## src/rtl/led_disp_pkg.sv

```systemverilog
// rtl/led_disp_pkg.sv - shared sizes and BCD digit type for the LED display path
package led_disp_pkg;

   localparam int TIME_W_DEF = 27;
   localparam int DIGITS_DEF = 4;

   typedef logic [3:0] bcd_digit_t;

   localparam bcd_digit_t BCD_MAX = 4'd9;
   localparam bcd_digit_t BCD_MIN = 4'd0;

endpackage

```

## src/rtl/tick_bcd_counter_if.sv

```systemverilog
// rtl/tick_bcd_counter_if.sv - switch-mode link from mode selector to tick counter
// Optional dir signal present only when TICK_DIR_EN is defined.
interface tick_bcd_counter_if
   import led_disp_pkg::*;
#(
   parameter int TIME_W = TIME_W_DEF
) ();

   logic [TIME_W-1:0] time_value;
   logic              allow_count;
   logic              clear;
`ifdef TICK_DIR_EN
   logic              dir;
`endif

   modport master (
      output time_value,
      output allow_count,
      output clear
`ifdef TICK_DIR_EN
      , output dir
`endif
   );

   modport slave (
      input time_value,
      input allow_count,
      input clear
`ifdef TICK_DIR_EN
      , input dir
`endif
   );

endinterface

```

## src/rtl/bcd_digit.sv

```systemverilog
// rtl/bcd_digit.sv - one BCD digit of the ripple chain with carry/borrow out
// Down-count (borrow) logic built only when TICK_DIR_EN is defined.
module bcd_digit
   import led_disp_pkg::*;
(
   input  logic       clk,
   input  logic       rst_n,
   input  logic       clear,
   input  logic       en,
   input  logic       carry_in,
`ifdef TICK_DIR_EN
   input  logic       dir,
`endif
   output bcd_digit_t digit,
   output logic       carry_out
);

   logic at_limit;

`ifdef TICK_DIR_EN
   assign at_limit = dir ? (digit == BCD_MIN) : (digit == BCD_MAX);
`else
   assign at_limit = (digit == BCD_MAX);
`endif

   // Carry ripples combinationally so every digit settles on the same stepping edge.
   assign carry_out = carry_in && at_limit;

   always_ff @(posedge clk) begin
      if (!rst_n || clear) begin
         digit <= BCD_MIN;
      end else if (en && carry_in) begin
`ifdef TICK_DIR_EN
         if (dir)
            digit <= at_limit ? BCD_MAX : digit - 4'd1;
         else
            digit <= at_limit ? BCD_MIN : digit + 4'd1;
`else
         digit <= at_limit ? BCD_MIN : digit + 4'd1;
`endif
      end
   end

endmodule

```

## src/rtl/tick_bcd_counter.sv

```systemverilog
// rtl/tick_bcd_counter.sv - period prescaler producing tick, driving a BCD count
// TICK_DIR_EN adds the dir input for down-counting.
module tick_bcd_counter
   import led_disp_pkg::*;
#(
   parameter int TIME_W = TIME_W_DEF,
   parameter int DIGITS = DIGITS_DEF
) (
   input  logic                  clk,
   input  logic                  rst_n,
   tick_bcd_counter_if.slave     sw,
   output logic                  tick,
   output logic [4*DIGITS-1:0]   bcd,
   output logic                  wrap
);

   logic [TIME_W-1:0] cnt;
   logic [DIGITS:0]   carry;
   logic              period_done;
   logic              step;

   // >= rather than == so a lowered period takes effect on the next running edge.
   assign period_done = (cnt >= sw.time_value);
   assign step        = sw.allow_count && !sw.clear && period_done;
   assign carry[0]    = 1'b1;

   always_ff @(posedge clk) begin
      if (!rst_n || sw.clear) begin
         cnt  <= '0;
         tick <= 1'b0;
         wrap <= 1'b0;
      end else if (sw.allow_count) begin
         if (period_done) begin
            cnt  <= '0;
            tick <= 1'b1;
            wrap <= carry[DIGITS];
         end else begin
            cnt  <= cnt + 1'b1;
            tick <= 1'b0;
            wrap <= 1'b0;
         end
      end else begin
         tick <= 1'b0;
         wrap <= 1'b0;
      end
   end

   for (genvar i = 0; i < DIGITS; i++) begin : g_digit
      bcd_digit u_digit (
         .clk       (clk),
         .rst_n     (rst_n),
         .clear     (sw.clear),
         .en        (step),
         .carry_in  (carry[i]),
`ifdef TICK_DIR_EN
         .dir       (sw.dir),
`endif
         .digit     (bcd[4*i +: 4]),
         .carry_out (carry[i+1])
      );
   end

endmodule

```

## src/flat_wrapper.sv

```systemverilog
// flat-port wrapper written by rule: the top's interface ports become plain ports
module tick_bcd_counter_flat import led_disp_pkg::*;
#(
   parameter int TIME_W = TIME_W_DEF,
   parameter int DIGITS = DIGITS_DEF
)
  (clk, rst_n, tick, bcd, wrap, sw_time_value, sw_allow_count, sw_clear);
  tick_bcd_counter_if #(.TIME_W(TIME_W)) sw_i ();
  input  logic clk;
  input  logic rst_n;
  output logic tick;
  output logic [4*DIGITS-1:0] bcd;
  output logic wrap;
  input wire logic [$bits(sw_i.time_value)-1:0] sw_time_value;
  input wire logic [$bits(sw_i.allow_count)-1:0] sw_allow_count;
  input wire logic [$bits(sw_i.clear)-1:0] sw_clear;
  assign sw_i.time_value = sw_time_value;
  assign sw_i.allow_count = sw_allow_count;
  assign sw_i.clear = sw_clear;
  tick_bcd_counter #(.TIME_W(TIME_W), .DIGITS(DIGITS)) u_core (.clk(clk), .rst_n(rst_n), .sw(sw_i), .tick(tick), .bcd(bcd), .wrap(wrap));
endmodule
```

## config.mk

```make
export PLATFORM = sky130hd
export DESIGN_NAME = tick_bcd_counter_flat
export DESIGN_NICKNAME = d
export VERILOG_FILES = /design/src/rtl/led_disp_pkg.sv /design/src/rtl/tick_bcd_counter_if.sv /design/src/rtl/bcd_digit.sv /design/src/rtl/tick_bcd_counter.sv /design/src/flat_wrapper.sv
export SDC_FILE = /design/constraint.sdc
export NUM_CORES = 1
export LEC_CHECK = 0
export ABC_AREA = 1
export CAP_MARGIN = 5
export CELL_PAD_IN_SITES_DETAIL_PLACEMENT = 0
export CELL_PAD_IN_SITES_GLOBAL_PLACEMENT = 1
export CORE_MARGIN = 3
export CORE_UTILIZATION = 41
export CTS_CLUSTER_SIZE = 14
export DETAILED_ROUTE_END_ITERATION = 8
export PLACE_DENSITY = 0.86
export SLEW_MARGIN = 15
export SYNTH_ARGS = -nofsm -noshare
export SYNTH_HDL_FRONTEND = slang
export SYNTH_SLANG_ARGS = --single-unit
```

## constraint.sdc

```tcl
create_clock -name clk -period 3.5 [get_ports clk]
set_input_delay 0.7 -clock clk [delete_from_list [all_inputs] [get_ports clk]]
set_output_delay 0.7 -clock clk [all_outputs]
set_load 0.03 [all_outputs]
```

==> impl_results.md <==
* Post-CTS Setup Bufs at 0
* Nets@finish at between 500 and 600
* Sequential share of the synthesized area at about 29%
* Gate power share at a little under a tenth
* Initial Util at a little over two fifths
* Vias per inst at 4.834
* Max-slew violation count at 0
* Sw frac at a little under a quarter
* Die ar. at 0.008573 mm2
* Final Skew at 0.008993 ns
* Wirelength per Cell at ~12 um
* Die W at slightly above 90 um
* Worst setup EP type: flop
* Worst Tran Pin Value at ~0.55 ns
* WHS Path Cells at 2
* Count leader, synth: nand2_1
* VDD IR-drop max at around 200 uV
* Gr ovfl total at 0
* Mean area per synthesized cell at roughly 6.5 um2
* WP data arrival at around 2.9 ns
* Drt drc at 0
* Num rows at 30
* Vias in the first global route at about 2,800
* CTS resizes at 0
* Worst-skew pair later-pin latency at roughly 0.30 ns
* H-tree Lvls at 2
* Static leakage at about 1.6 nW
* RSZ-0062 raised after global routing: no
* Finished Layout Cells at 625
* Post-synth ARST share at 0%
* Clk pwr share at a little under two fifths
* Int Pwr at about 0.74 mW
* Yosys cell types at 29
* Max cap viols at 0
* HPWL after DPL at slightly below 6000 um
* Setup tns final at 0 ns
* Post-route minimum period at about 2.7 ns
* GP Congestion at ~0.84
* CTS Buf Count at 5
* Area Growth Syn to Fin at 22.55%
* Ys flop type: dfxtp_1
* Yosys reg bits at 45
* Min-delay worst type: reg2reg
* Max Clk Rate at around 0.37 GHz
* CP most frequent cell: nor2_1
* Power Density at 254.9 mW/mm2
* Outcome: completed
* WP data required at 3.69 ns
* Global-route wire length before repair at ~13,000 um
* DR pass1 iterations at 5
* ANT nets after route at 0
* Final setup viols at 0
* Commonest cells post-synth: nand2_1, nor2_1, inv_1, dfxtp_1, ha_1
* Worst-path clk slew at about 0.08 ns
* Dominant cell type by area after synthesis: dfxtp_1
* WL final at approximately 7300 um
* Clock tree sinks at 45
* Initial antenna violation count at 0
* Slowest Stage Delay on Critical Path at 0.45 ns
* TritonCTS clock tree: yes
* Sequential power share at between 50% and 60%
* Fin crit share at about three quarters
* Critical path, cell by cell: clkdlybuf4s50_1, inv_1, ha_1, nand2_1, nor2_1, a21boi_0, nor2_1, nand3_2, buf_4, nand2_1, o21ai_0, nor2_1
* Worst reg2reg path depth at 10
* Critical path class: in2reg
* Top-area cell type share of the netlist area at 29.30%
* Critical Path Source Type: primary input
* Initial drt markers at ~130
* Mapped cell area at about 0.003 mm2
* Cell count after synthesis at 476
* Placed cell count at 617
* Die height at 92.59 um
* Vias at between 3,000 and 4,000
* Root buffer cell: clkbuf_8
* I/O Buffers at between 40 and 50
* Synth area leaders: dfxtp_1, nand2_1, ha_1
* CP max stage cell: clkdlybuf4s50_1
* NetSw at 0.2222 mW
* Largest net degree at the start of global routing at 26
* Core area at between 0.007 and 0.008 mm2
* Syn Nets at 535
* Final Hold Vio Count at 0
* Share of cells above drive strength 1 at ~4.7%
* Pwr Total at between 0.9 and 1 mW
* Gr usage total at between 10% and 20%
* Critical-path maximum fanout at 20
* EDFF count, synth at 0
* Hold_buf cts at 0
* Number of I/O pins at 49
* Longest Clk Path Bufs at 2
* YS warnings at 0
* # diodes at 0
* Slew headroom at between 60 and 70%
-- stage by stage --
step                      worst slack [ns]  cell area [um2]  utilization [%]  hold WS (ns)
after CTS                           0.8361             3767            53.67        0.5129
after floorplan                      1.412             3074                -        0.4707
final                               0.8063             3767            53.67        0.5134
after global placement              0.5330             3666            52.23        0.4994
after detailed placement            0.5112             3666            52.23        0.4987
after global routing                0.6088             3767            53.67        0.5623
-- metal layers --
| layer | global-route usage, % | routed length, um | up-vias |
|---|---|---|---|
| li1 | - | - | 1607 |
| met1 | 26.17 | 3612 | 1339 |
| met2 | 28.82 | 3347 | 68 |
| met3 | 2.762 | 323 | 7 |
| met4 | 4.208 | 62 | 0 |
| met5 | 0 | 0 | - |
-- state kept, by name, summed over array words and instances (netlist names) --
name	cells
u_core.cnt	27
u_core.wrap	1
u_core.tick	1
u_core.g_digit.u_digit.digit	16
-- worst paths after layout --
path | start | to | slack, ns
worst min-delay path | u_core.cnt[0]$_SDFFE_PP0P_ | u_core.cnt[0]$_SDFFE_PP0P_ | 0.51
worst max-delay path | sw_time_value[23] | u_core.g_digit[0].u_digit.digit[3]$_SDFFE_PP0P_ | 0.81
worst max register to register | u_core.cnt[23]$_SDFFE_PP0P_ | u_core.g_digit[0].u_digit.digit[3]$_SDFFE_PP0P_ | 1.33
worst min register to register | u_core.cnt[0]$_SDFFE_PP0P_ | u_core.cnt[0]$_SDFFE_PP0P_ | 0.51
-- power by group through the flow --
stage,registers [mW],logic (mW),clock network [mW]
final,0.513,0.0925,0.355
after detailed placement,0.525,0.0931,0
after CTS,0.513,0.0937,0.370
after global routing,0.513,0.105,0.393
after floorplan,0.525,0.0435,0
after global placement,0.525,0.0916,0
-- layout make-up --
type / count / area (um2)
Fill cell: 735 / 3252
Tap cell: 96 / 120.1
Clock inverter: 1 / 5.005
Clock buffer: 7 / 96.34
Sequential cell: 45 / 900.9
Multi-Input combinational cell: 345 / 1842
Timing Repair Buffer: 51 / 503.0
Inverter: 80 / 300.3
-- worst max-delay path: cells and delay by family --
kind / cells / cell delay [ns]
AOI/OAI and AO/OA: 2 / 0.53
adders and majority gates: 1 / 0.33
buffers and inverters: 3 / 0.72
and+or+nand+nor: 6 / 0.61
-- logic make-up (layout without fill, tap and decap cells) --
group / count (synthesis) / in the layout / share of synthesized area, %
xor gates and xnor gates: 15 / 15 / 4.274
and+or+nand+nor: 265 / 265 / 37.73
adders and majority gates: 28 / 28 / 11.40
AOI/OAI and AO/OA: 37 / 37 / 6.512
buffers and inverters: 86 / 139 / 10.79
DFF: 45 / 45 / 29.30
-- layout by cell type, fill, tap and decap left out, types with 2 or more instances in the layout --
cell type	count
o21ai_0	9
nor2_4	3
nand2_2	3
nor4_1	2
nand4_1	17
clkbuf_8	7
xor2_1	7
nor2_1	86
nor2_2	4
nand3b_1	2
a21oi_1	22
ha_1	28
xnor2_1	8
dfxtp_1	45
buf_4	3
o21a_1	2
clkdlybuf4s50_1	48
nand2_1	108
nor3_1	16
nand3_1	19
inv_1	79
nand3_2	3
Note: power is estimated with default switching activity, not from simulation.
